### src/rtl/regfile_pkg.sv
// Shared sizes and requester encodings for the register-file read arbiter.
package regfile_pkg;

    localparam int NUM_REQ = 3;
    localparam int ADDR_W  = 5;
    localparam int DATA_W  = 32;

    localparam logic [NUM_REQ-1:0] REQ0_OH = 3'b001;
    localparam logic [NUM_REQ-1:0] REQ1_OH = 3'b010;
    localparam logic [NUM_REQ-1:0] REQ2_OH = 3'b100;

    typedef logic [1:0] req_idx_t;

    // Last starts at requester 2 so requester 0 wins the first arbitration.
    localparam req_idx_t LAST_RESET = 2'd2;

endpackage

### src/rtl/rr_arbiter3.sv
// Three-way round-robin selector: the requester just after 'last' has top priority.
module rr_arbiter3
    import regfile_pkg::*;
(
    input  logic [NUM_REQ-1:0] req,
    input  req_idx_t           last,
    output logic [NUM_REQ-1:0] gnt
);

    always_comb begin
        gnt = '0;
        case (last)
            2'd0: begin
                if      (req[1]) gnt = REQ1_OH;
                else if (req[2]) gnt = REQ2_OH;
                else if (req[0]) gnt = REQ0_OH;
            end
            2'd1: begin
                if      (req[2]) gnt = REQ2_OH;
                else if (req[0]) gnt = REQ0_OH;
                else if (req[1]) gnt = REQ1_OH;
            end
            default: begin
                if      (req[0]) gnt = REQ0_OH;
                else if (req[1]) gnt = REQ1_OH;
                else if (req[2]) gnt = REQ2_OH;
            end
        endcase
    end

endmodule

### src/rtl/regfile_read_arbiter.sv
// Arbitrates three read requesters onto one registered register-file read mux,
// with a grant stage, a response stage and forwarding of same-cycle writes.
module regfile_read_arbiter
    import regfile_pkg::*;
(
    input  logic               Clk,
    input  logic               Rst_n,
    input  logic [NUM_REQ-1:0] Req,
    input  logic [ADDR_W-1:0]  Addr0,
    input  logic [ADDR_W-1:0]  Addr1,
    input  logic [ADDR_W-1:0]  Addr2,
    input  logic               Hold,
    input  logic               WrEn,
    input  logic [ADDR_W-1:0]  WrAdd,
    input  logic [DATA_W-1:0]  WrData,
    output logic [ADDR_W-1:0]  ReadAdd,
    input  logic [DATA_W-1:0]  MuxData,
    output logic [NUM_REQ-1:0] Gnt,
    output logic [NUM_REQ-1:0] RdValid,
    output logic [DATA_W-1:0]  RdData
);

    logic [NUM_REQ-1:0] gnt_q, gnt_d;
    logic [NUM_REQ-1:0] rd_valid_q, rd_valid_d;
    logic [ADDR_W-1:0]  read_add_q, read_add_d;
    logic               byp_flag_q, byp_flag_d;
    logic [DATA_W-1:0]  byp_data_q, byp_data_d;
    req_idx_t           last_q, last_d;

    logic [NUM_REQ-1:0] req_elig;
    logic [NUM_REQ-1:0] arb_gnt;
    logic               fwd_hit;

    // A request still high while its grant is out is not granted again at this edge.
    assign req_elig = Req & ~gnt_q;

    rr_arbiter3 u_rr (
        .req  (req_elig),
        .last (last_q),
        .gnt  (arb_gnt)
    );

    always_comb begin
        gnt_d      = Hold ? '0 : arb_gnt;
        read_add_d = read_add_q;
        last_d     = last_q;
        if (gnt_d == REQ0_OH) begin
            read_add_d = Addr0;
            last_d     = 2'd0;
        end else if (gnt_d == REQ1_OH) begin
            read_add_d = Addr1;
            last_d     = 2'd1;
        end else if (gnt_d == REQ2_OH) begin
            read_add_d = Addr2;
            last_d     = 2'd2;
        end

        rd_valid_d = gnt_q;

        // The mux samples ReadAdd at this edge, so a write landing now would be missed.
        fwd_hit    = (|gnt_q) && WrEn && (WrAdd == read_add_q) && (WrAdd != '0);
        byp_flag_d = fwd_hit;
        byp_data_d = fwd_hit ? WrData : byp_data_q;
    end

    always_ff @(posedge Clk) begin
        if (!Rst_n) begin
            gnt_q      <= '0;
            rd_valid_q <= '0;
            read_add_q <= '0;
            byp_flag_q <= 1'b0;
            byp_data_q <= '0;
            last_q     <= LAST_RESET;
        end else begin
            gnt_q      <= gnt_d;
            rd_valid_q <= rd_valid_d;
            read_add_q <= read_add_d;
            byp_flag_q <= byp_flag_d;
            byp_data_q <= byp_data_d;
            last_q     <= last_d;
        end
    end

    assign Gnt     = gnt_q;
    assign RdValid = rd_valid_q;
    assign ReadAdd = read_add_q;
    assign RdData  = byp_flag_q ? byp_data_q : MuxData;

endmodule
### config.mk
export PLATFORM = sky130hd
export DESIGN_NAME = regfile_read_arbiter
export DESIGN_NICKNAME = d
export VERILOG_FILES = /design/src/rtl/regfile_pkg.sv /design/src/rtl/rr_arbiter3.sv /design/src/rtl/regfile_read_arbiter.sv
export SDC_FILE = /design/constraint.sdc
export NUM_CORES = 1
export LEC_CHECK = 0
export ABC_AREA = 0
export BUFFER_PORTS_ARGS = -buffer_cell sky130_fd_sc_hd__buf_2
export CORE_MARGIN = 10
export CORE_UTILIZATION = 40
export DETAILED_ROUTE_END_ITERATION = 12
export GPL_ROUTABILITY_DRIVEN = 0
export GPL_TIMING_DRIVEN = 0
export PLACE_DENSITY = 0.8
export SLEW_MARGIN = 40
export SYNTH_ARGS = -nofsm -noshare
export SYNTH_HDL_FRONTEND = slang
export SYNTH_SLANG_ARGS = --single-unit
### constraint.sdc
create_clock -name Clk -period 1.9 [get_ports Clk]
set_input_delay 0.19 -clock Clk [delete_from_list [all_inputs] [get_ports Clk]]
set_output_delay 0.19 -clock Clk [all_outputs]
set_load 0.03 [all_outputs]
After elaboration in Yosys (flattened, before gate mapping)
Cells that the tools add are included.
W data, S select, Z words.
{"block": "word_totals", "ff_bits": 46, "out_inout_bits": 43, "word_cells": 42}
{"block": "classes", "n_eq_ne": 5, "mux": 18, "bitwise": 3, "n_reduce_logical": 9}
{"operator": "$mux W32", "count": 1}
{"operator": "$mux W3", "count": 8}
{"operator": "$mux W5", "count": 3}
{"operator": "$mux W2", "count": 4}
{"operator": "$pmux W3 S2", "count": 1}
{"operator": "$eq A5 B5 Y1", "count": 1}
{"operator": "$reduce_bool A5 Y1", "count": 1}
{"operator": "$and A3 B3 Y3", "count": 1}
{"operator": "$eq A3 B1 Y1 const B", "count": 1}
{"operator": "$eq A3 B2 Y1 const B", "count": 1}
{"operator": "$eq A3 B3 Y1 const B", "count": 1}
{"operator": "$logic_and A1 B1 Y1", "count": 3}
{"operator": "$not A3 Y3", "count": 1}
{"operator": "$reduce_bool A3 Y1", "count": 1}
{"operator": "$reduce_or A3 Y1", "count": 1}
{"operator": "$eq A2 B1 Y1 const B", "count": 1}
{"operator": "$logic_not A2 Y1", "count": 1}
{"operator": "$reduce_bool A2 Y1", "count": 1}
{"operator": "$reduce_or A2 Y1", "count": 1}
{"operator": "$mux W1", "count": 1}
{"operator": "$not A1 Y1", "count": 1}

Logic depth before layout (Yosys ltp)
Gate-level depths: netlist of the first run.
{"block": "logic_depth", "ltp_word": 11, "depth_mapped": 5, "ltp_nobuf": 4}

Modules after synthesis
Synthesis of the first run repeated with hierarchy kept, for this count alone.
{"block": "hier_totals", "cells_unflattened": 274, "area_unflattened_um2": 2491.1}
{"module": "regfile_read_arbiter", "n_inst": 1, "cells_per_inst": 267, "area_each_um2": 2439.8, "seq_area_each_um2": 920.9}
{"module": "rr_arbiter3", "n_inst": 1, "cells_per_inst": 7, "area_each_um2": 51.3, "seq_area_each_um2": 0.0}

Worst setup path before layout of the first run
No wires, ideal clock.
{"block": "synth_path", "kind": "register to register", "from": "reg gnt_q[2] (netlist: Gnt[2])", "to": "reg byp_data_q[12]", "arrival_ns": 1.942, "t_required_ns": 1.828, "setup_slack_ns": -0.114, "stages_incl_launch_ff": 6, "n_path_buf": 1, "period_less_slack_ns": 2.014, "path_cell_list": "dfxtp_1 -> nor3_1 -> or4_4 -> a211oi_4 -> buf_6 -> mux2i_1"}
{"block": "synth_between", "elab_chain_len": 4}
{"item": "from (decl)", "line_no": "regfile_read_arbiter.sv:23", "text": "logic [NUM_REQ-1:0] gnt_q, gnt_d;"}
{"item": "from (signal assigned)", "line_no": "regfile_read_arbiter.sv:75", "text": "gnt_q <= gnt_d;"}
{"item": "$reduce_or A3 Y1", "line_no": "regfile_read_arbiter.sv:61", "text": "fwd_hit = (|gnt_q) && WrEn && (WrAdd == read_add_q) && (WrAdd != '0);"}
{"item": "$logic_and A1 B1 Y1 (3 in series)", "line_no": "regfile_read_arbiter.sv:61"}
{"item": "to (signal assigned)", "line_no": "regfile_read_arbiter.sv:79", "text": "byp_data_q <= byp_data_d;"}
{"item": "to (decl)", "line_no": "regfile_read_arbiter.sv:27", "text": "logic [DATA_W-1:0] byp_data_q, byp_data_d;"}
No other way between the ends.
A chain may end at the register's enable or synchronous reset.

Worst setup path in the final report of the first run
{"block": "layout_path", "from": "reg read_add_q[2] (netlist: ReadAdd[2])", "to": "reg byp_data_q[31]"}
{"block": "layout_between", "elab_chain_len": 3}
{"item": "from (decl)", "line_no": "regfile_read_arbiter.sv:25", "text": "logic [ADDR_W-1:0] read_add_q, read_add_d;"}
{"item": "from (signal assigned)", "line_no": "regfile_read_arbiter.sv:77", "text": "read_add_q <= read_add_d;"}
{"item": "$eq A5 B5 Y1", "line_no": "regfile_read_arbiter.sv:61"}
{"item": "$logic_and A1 B1 Y1 (2 in series)", "line_no": "regfile_read_arbiter.sv:61"}
No other way between the ends.

==> impl_metrics.yaml, run 1 <==
status:
  status: "finished clean"
route:
  wl_microns: 7140
  drt_iter0_drc: 46
  drcViolationCount: 0
  first_pass_iters: 7
  ant_nets: 0
  vias_per_cell: 4.83
  routedWlPerCell_microns: 15.0
  num_vias: 2295
setup_path:
  path_cells: "xor2_1 -> or4_4 -> a211oi_4 -> buf_6 -> buf_8 -> mux2i_1"
  crit_buf_inv: 2
  cp.required_ns: 2.13
  crit_path_top_delay_cell: "or4_4"
  cp_slowest_stage_delay_ns: 0.54
  timing.rr.start: "ReadAdd[2]"
  start_kind: "flip-flop"
  path_delay_family: "simple AND/OR/NAND/NOR gates"
  ff2ff_path_depth: 6
  path_class: "flip-flop to flip-flop"
  r2r_slack_ns: 0.10
  startpoint: "ReadAdd[2]"
  r2r-end: "byp_data_q[31]"
  worstPathArrival_ns: 2.02
  end_kind: "flip-flop"
  path_max_fanout: 10
timing:
  period_minus_slack_ns: 1.80
  maxSlewViolCount: 0
  hold-worst-slack_ns: 0.125
  rsz0062_at_grt: "false"
  fin_ws_ns: 0.102
  setup_tns_ns: 0
  fin_skew_ns: 0.0103
  slew_headroom: 0.603
  worstMarginPinSlew_ns: 0.588
  hold_viol_final: 0
  finalCritPeriodShare: 0.946
  setup_violations: 0
  timing.fmax_ghz: 0.556
clock_tree:
  insertion_delay_ns: 0.30
  cts_buffers: 5
  cts.sinks: 46
  cts_max_level: 2
  path_clk_slew_ns: 0.08
  clock_path_buffers: 2
  clock-root-buffer: "clkbuf_8"
  cts_tree: "built"
final_layout:
  diodes: 0
  fin_area_sq_um: 3340
  final_cell_mix: "buf_2 (133), nand2_1 (72), dfxtp_1 (41), mux2i_1 (37), mux2_2 (32)"
  synthToLayoutAreaGrowth_pct: 39.8
  finalNetCount: 490
  num-fill-cells: 546
  drive_gt1_frac: 0.485
  final_common_cell: "buf_2"
grt:
  grt_pass1_wl_microns: 11800
  grt_max_degree: 14
  antenna_found_initial: 0
  grt_overflow_total: 0
  grt_pass1_vias: 2448
  grt_usage: 0.146
power_and_ir_drop:
  powerDensity_nw_per_um2: 647
  ir_worst_vdd_mv: 0.419
  power.total_mw: 2.16
  p_leak_nw: 1.45
yosys:
  synth.yosys.warnings: 0
  synthCells: 256
  synth-seq-cells: 46
  synth.distinct_cells: 33
  seq_area_frac_synth: 0.386
  synth_edf_count: 0
  synthArstFlopShare: 0
  synth_nets: 347
  synth_area_sq_um: 2390
  ys.flop_type: "dfxtp_1"
  synth_area_per_cell_sq_um: 9.32
die:
  pin_count: 134
  start_util: 0.408
  fp.dieW_microns: 97.2
  die_area_sq_um: 9450
  core-area_sq_um: 5850
  die_h_microns: 97.2
  std_cell_rows: 28
placed_design:
  post_dp_cell_area_sq_um: 3150
  io_buffer_count: 132
  preCtsSetupSlack_ns: -0.0552
  dp_hpwl_microns: 5690
hold_path:
  hp-class: "input port to flip-flop"
  hold_depth: 3
  holdPathEnd: "ReadAdd[1]"
  min_from: "Addr0[1]"
flow_run:
  maxCapViolCount: 0
==> synthesized netlist by cell type, drive strengths merged, types with 3 or more instances <==
| cell | n | area, sq um |
|---|---|---|
| nand3 | 5 | 25.0 |
| nand2b | 3 | 18.8 |
| o21ai | 3 | 15.0 |
| mux2 | 32 | 360 |
| nand2 | 72 | 270 |
| mux2i | 37 | 370 |
| clkbuf | 10 | 37.5 |
| nor2 | 5 | 18.8 |
| xor2 | 3 | 26.3 |
| buf | 7 | 50.0 |
| dfxtp | 46 | 921 |
| and2 | 6 | 37.5 |
| o221ai | 5 | 43.8 |
==> worst register-to-register path: stages (launching register included) <==
cell and delay (ns):
dfxtp_2 0.34, xor2_1 0.16, or4_4 0.54, a211oi_4 0.21
buf_6 0.15, buf_8 0.15, mux2i_1 0.19
==> how the worst max path moves through the flow <==
| stage | end | depth (start not counted) |
|---|---|---|
| 3_3_place_gp | byp_data_q[31] | 5 |
| 2_1_floorplan | byp_data_q[12] | 5 |
| 6_report | byp_data_q[31] | 6 |
| 4_1_cts | RdData[17] | 4 |
| 3_5_place_dp | byp_data_q[16] | 5 |
| 5_1_grt | byp_data_q[6] | 6 |
==> layer usage <==
layer  up-vias  track usage  share of wire
met5         -            0              0
met4         0       0.0459          0.015
met3         9       0.0519          0.077
met2        86        0.244           0.48
met1      1043        0.169           0.42
li1       1157            -              -
==> kinds of logic after synthesis <==
logic type             after synthesis  synth area share
AO/OA/AOI/OAI                       17            0.0671
XOR/XNOR                             4            0.0147
buffers and inverters               19            0.0399
flip-flops                          46             0.386
multiplexers                        69             0.306
AND/OR/NAND/NOR                    101             0.186
==> through the flow <==
| stage | std cells | util |
|---|---|---|
| 6_report | 475 | 0.570 |
| 2_1_floorplan | 256 | - |
| 5_1_grt | 475 | 0.570 |
| 4_1_cts | 474 | 0.563 |
| 3_3_place_gp | 463 | 0.538 |
| 3_5_place_dp | 463 | 0.538 |
==> what timing repair did <==
action                     4_1_cts  5_1_grt
hold buffers                     0        0
pin swaps                        1        2
gates resized for setup          5       10
setup endpoints to repair       61       48
setup buffers                    3        2
==> state kept, by name (all words and copies together) (netlist names) <==
register and count:
byp_data_q 32, Gnt 3, byp_flag_q 1, RdValid 3, last_q 2, ReadAdd 5
==> cell type report <==
cell class                 instances  area, sq um  share of cell area
buffer                            16          106              0.0319
sequential                        46          927               0.278
inverter                           2         7.51             0.00225
clock buffer                       7         76.3              0.0229
multi-input combinational        191         1390               0.416
tap                               75         93.8              0.0281
clock inverter                     1         30.0             0.00900
timing repair buffer             137          706               0.212
==> power by group <==
part	internal (mW)	switching [mW]	total, mW	leakage (nW)
Clock	0.394	0.315	0.709	0.0524
Combinational	0.185	0.258	0.444	1.02
Sequential	0.985	0.0193	1.00	0.374
Note: power is estimated with default switching activity, not from simulation.
==> run 2: changes to the inputs <==
Settings changed: CORE_MARGIN 10 to not set.
==> impl_metrics.yaml, run 2 (synthesized netlist as in run 1, its figures left out) <==
flow_run:
  maxCapViolCount: 0
final_layout:
  regMostFlops: "byp_data_q"
  final_cell_mix: "buf_2 (133), nand2_1 (72), dfxtp_1 (41), mux2i_1 (37), mux2_2 (32)"
  finalNetCount: 489
  largest_register_ffs: 32
  synthToLayoutAreaGrowth_pct: 40.0
  diodes: 0
  drive_gt1_frac: 0.485
  final_common_cell: "buf_2"
clock_tree:
  cts_tree: "built"
  hold_buffers: 0
  cts_max_level: 2
  cts.sinks: 46
  path_clk_slew_ns: 0.08
  insertion_delay_ns: 0.29
  clock-root-buffer: "clkbuf_8"
  cts_buffers: 5
  clock_path_buffers: 2
grt:
  antenna_found_initial: 0
  grt_overflow_total: 0
  grt_pass1_vias: 2136
  grt_usage: 0.194
  grt_pass1_wl_microns: 9460
  grt_max_degree: 14
route:
  num_vias: 2308
  first_pass_iters: 4
  drcViolationCount: 0
  vias_per_cell: 4.91
  wl_microns: 6100
  ant_nets: 0
  routedWlPerCell_microns: 13.0
  drt_iter0_drc: 54
timing:
  maxSlewViolCount: 0
  worstMarginPinSlew_ns: 0.570
  finalCritPeriodShare: 0.953
  rsz0062_at_grt: "true"
  hold_viol_final: 0
  fin_ws_ns: 0.0888
  fin_skew_ns: 0.00608
  period_minus_slack_ns: 1.81
  timing.fmax_ghz: 0.552
  hold-worst-slack_ns: 0.115
  setup_violations: 0
  slew_headroom: 0.615
setup_path:
  crit_buf_inv: 2
  crit_path_top_delay_cell: "or4_4"
  cp.required_ns: 2.12
  start_kind: "flip-flop"
  worstPathArrival_ns: 2.04
  path_cells: "xor2_1 -> or4_4 -> a211oi_4 -> buf_6 -> buf_12 -> mux2i_1"
  path_class: "flip-flop to flip-flop"
  end_kind: "flip-flop"
  path_max_fanout: 10
  path_delay_family: "simple AND/OR/NAND/NOR gates"
  cp_slowest_stage_delay_ns: 0.55
hold_path:
  hp-class: "input port to flip-flop"
power_and_ir_drop:
  powerDensity_nw_per_um2: 652
  ir_worst_vdd_mv: 0.378
  p_leak_nw: 1.45
die:
  start_util: 0.423
  fp.dieW_microns: 79.2
  std_cell_rows: 27
  die_area_sq_um: 6280
  core-area_sq_um: 5640
  die_h_microns: 79.2
  pin_count: 134
placed_design:
  dp_hpwl_microns: 4710
  preCtsSetupSlack_ns: -0.0860
  io_buffer_count: 132
status:
  status: "finished clean"
## run 2: layer usage
metal	routed length, microns	GRT usage	vias to the layer above
li1	-	-	1165
met1	2400	0.210	1038
met2	3180	0.365	99
met3	446	0.0460	6
met4	70	0.0673	0
met5	0	0	-
## run 2: through the flow
step	cell area (sq um)	std cells	util	TNS, ns	power [mW]
2_1_floorplan	2390	256	-	0	1.29
3_3_place_gp	3140	460	0.557	-1.54	1.45
3_5_place_dp	3140	460	0.557	-1.89	1.46
4_1_cts	3300	470	0.584	0	2.20
5_1_grt	3340	470	0.592	-0.00304	2.28
6_report	3340	470	0.592	0	2.18
## run 2: repair_timing
item	in CTS	in global routing
pin swaps	1	1
cloned	0	0
gates resized for setup	5	12
setup endpoints to repair	62	49
setup buffers	3	1
## run 2: worst paths after layout
path,end,cells after the start,from,slack [ns]
min,ReadAdd[3],3,Addr0[3],0.11
max,byp_data_q[29],6,ReadAdd[2],0.09
max reg2reg,byp_data_q[29],6,ReadAdd[2],0.09
min reg2reg,byp_data_q[8],2,byp_data_q[8],0.46
## run 2: power breakdown
group	internal, mW	switching [mW]
logic	0.184	0.253
registers	0.985	0.0201
clock network	0.421	0.314
total	1.59	0.587
## run 2: worst min-delay path, stage by stage
cell and delay, ns:
buf_2 0.08, nand3_1 0.05, o221ai_1 0.06
## run 2: cell type report
type,instances,area (sq um)
well taps,72,90.1
multi-input cells,191,1380
repair buffers,136,698
fillers,507,2300
flip-flops and latches,46,927
inverters,2,7.51
clock inverters,1,30.0
clock buffers,6,82.6
plain buffers,16,121
==> run 3: changes to the inputs <==
Settings changed: ABC_AREA 0 to 1, PLACE_DENSITY 0.8 to 0.81.
==> impl_metrics.yaml, run 3 <==
status:
  status: "finished clean"
setup_path:
  worstPathArrival_ns: 1.53
  timing.rr.start: "ReadAdd[4]"
  r2r_slack_ns: 0.42
  worst-path-stages: 3
  end_kind: "output port"
  path_cells: "clkbuf_4 -> mux2_2 -> buf_2"
  worstSetupEndpoint: "RdData[26]"
  crit_path_top_delay_cell: "dfxtp_1"
  ff2ff_path_depth: 10
  cp.required_ns: 1.71
  startpoint: "byp_flag_q"
  path_delay_family: "buffers and inverters"
  path_max_fanout: 10
  r2r-end: "byp_data_q[2]"
  cp_slowest_stage_delay_ns: 0.44
  start_kind: "flip-flop"
  path_class: "flip-flop to output port"
  crit_buf_inv: 2
timing:
  timing.fmax_ghz: 0.581
  period_minus_slack_ns: 1.72
  hold_viol_final: 0
  slew_headroom: 0.730
  worstMarginPinSlew_ns: 0.404
  maxSlewViolCount: 0
  setup_violations: 0
  fin_skew_ns: 0.00409
  rsz0062_at_grt: "false"
  hold-worst-slack_ns: 0.146
  setup_tns_ns: 0
  finalCritPeriodShare: 0.905
placed_design:
  io_buffer_count: 133
  dp_hpwl_microns: 4670
grt:
  grt_pass1_vias: 2103
  grt_overflow_total: 0
  grt_usage: 0.189
  grt_pass1_wl_microns: 9220
  grt_max_degree: 14
  antenna_found_initial: 0
power_and_ir_drop:
  power.total_mw: 2.26
  ir_worst_vdd_mv: 0.487
  p_leak_nw: 1.61
  powerDensity_nw_per_um2: 698
clock_tree:
  clock-root-buffer: "clkbuf_8"
  cts_tree: "built"
  cts_buffers: 5
  path_clk_slew_ns: 0.08
  cts_max_level: 2
  clock_path_buffers: 2
  cts.sinks: 46
  insertion_delay_ns: 0.29
  hold_buffers: 0
  cts_setup_buffers: 0
yosys:
  ys_top_cells_by_count: "nor2_1 (75), dfxtp_1 (46), o21ai_0 (32)"
  yosys-top-cells-area: "dfxtp_1 (39%), mux2_2 (14%), nor2_1 (12%)"
  seq_area_frac_synth: 0.389
  synth.yosys.warnings: 0
  synth_edf_count: 0
  yosysTopAreaCell: "dfxtp_1"
  synth_most_common_cell: "nor2_1"
  ys.flop_type: "dfxtp_1"
  synth_top_cell_area_share: 0.389
  synthArstFlopShare: 0
  synth_area_sq_um: 2370
  synth-seq-cells: 46
  synth_area_per_cell_sq_um: 7.72
  synthCells: 307
  synth.distinct_cells: 26
  synth_nets: 398
route:
  num_vias: 2393
  ant_nets: 0
  drcViolationCount: 0
  vias_per_cell: 4.61
  drt_iter0_drc: 98
  first_pass_iters: 5
  routedWlPerCell_microns: 11.4
  wl_microns: 5940
die:
  core-area_sq_um: 5610
  pin_count: 134
  die_area_sq_um: 6230
  start_util: 0.422
  die_h_microns: 79.0
  fp.dieW_microns: 79.0
  std_cell_rows: 27
hold_path:
  hp-class: "input port to flip-flop"
  min_from: "WrData[12]"
  hold_depth: 3
final_layout:
  synthToLayoutAreaGrowth_pct: 36.6
  regMostFlops: "byp_data_q"
  finalNetCount: 537
  largest_register_ffs: 32
  diodes: 0
  final_common_cell: "buf_2"
  drive_gt1_frac: 0.443
  final_cell_mix: "buf_2 (136), nor2_1 (75), dfxtp_1 (46), o21ai_0 (32)"
flow_run:
  maxCapViolCount: 0
==> run 3: worst register-to-register path: stages, from the launching register on <==
cell	delay [ns]
dfxtp_1	0.34
inv_1	0.08
nand2_1	0.05
o21ai_1	0.06
nor2_1	0.13
nand3_2	0.11
inv_1	0.08
nand2_2	0.08
clkbuf_2	0.19
o21ai_0	0.20
nor2_1	0.06
==> run 3: layout make-up <==
cell class,count,area [sq um]
fill,545,2370
multi-input combinational,213,1230
sequential,46,921
timing repair buffer,133,666
inverter,32,120
buffer,15,103
tap,72,90.1
clock buffer,7,76.3
clock inverter,1,30.0
==> run 3: logic make-up (layout without fill, tap and decap cells) <==
group,Yosys count,after routing,share of synthesized area
xor gates and xnor gates,3,3,0.0111
buffers and inverters,48,188,0.0924
DFF,46,46,0.389
muxes,32,32,0.152
and+or+nand+nor,136,136,0.261
AOI/OAI and AO/OA,42,42,0.0940
==> run 3: worst min-delay path by stage <==
stage,endpoint,slack [ns]
floorplan,ReadAdd[4],0.31
global placement,byp_data_q[30],0.44
detailed placement,byp_data_q[10],0.44
CTS,byp_data_q[10],0.14
global route,byp_data_q[14],0.14
finish,byp_data_q[12],0.15
==> run 3: metal layers <==
layer  vias up  GRT usage  routed length, microns
li1       1255          -                       -
met1      1052      0.208                    2540
met2        84      0.353                    2990
met3         2     0.0540                     385
met4         0     0.0473                      23
met5         -          0                       0
==> run 3: report_power, final <==
part	switching [mW]	leakage [nW]	internal, mW
registers	0.0226	0.373	0.997
clock network	0.304	0.0524	0.394
logic	0.323	1.19	0.218
total	0.650	1.61	1.61
==> run 3: metrics by stage <==
stage	setup WS, ns	utilization	cell area (sq um)	instances
after floorplan	0.391	-	2370	307
after global placement	0.301	0.557	3120	512
final	0.180	0.577	3230	519
after detailed placement	0.320	0.557	3120	512
after global routing	0.0871	0.577	3230	519
after CTS	-0.00188	0.577	3240	520
==> run 3: what timing repair did <==
item | in CTS | in global routing
cloned | 0 | 0
resized for setup | 2 | 1
endpoints found under the setup margin | 10 | 24
endpoints found under the hold margin | 0 | 0
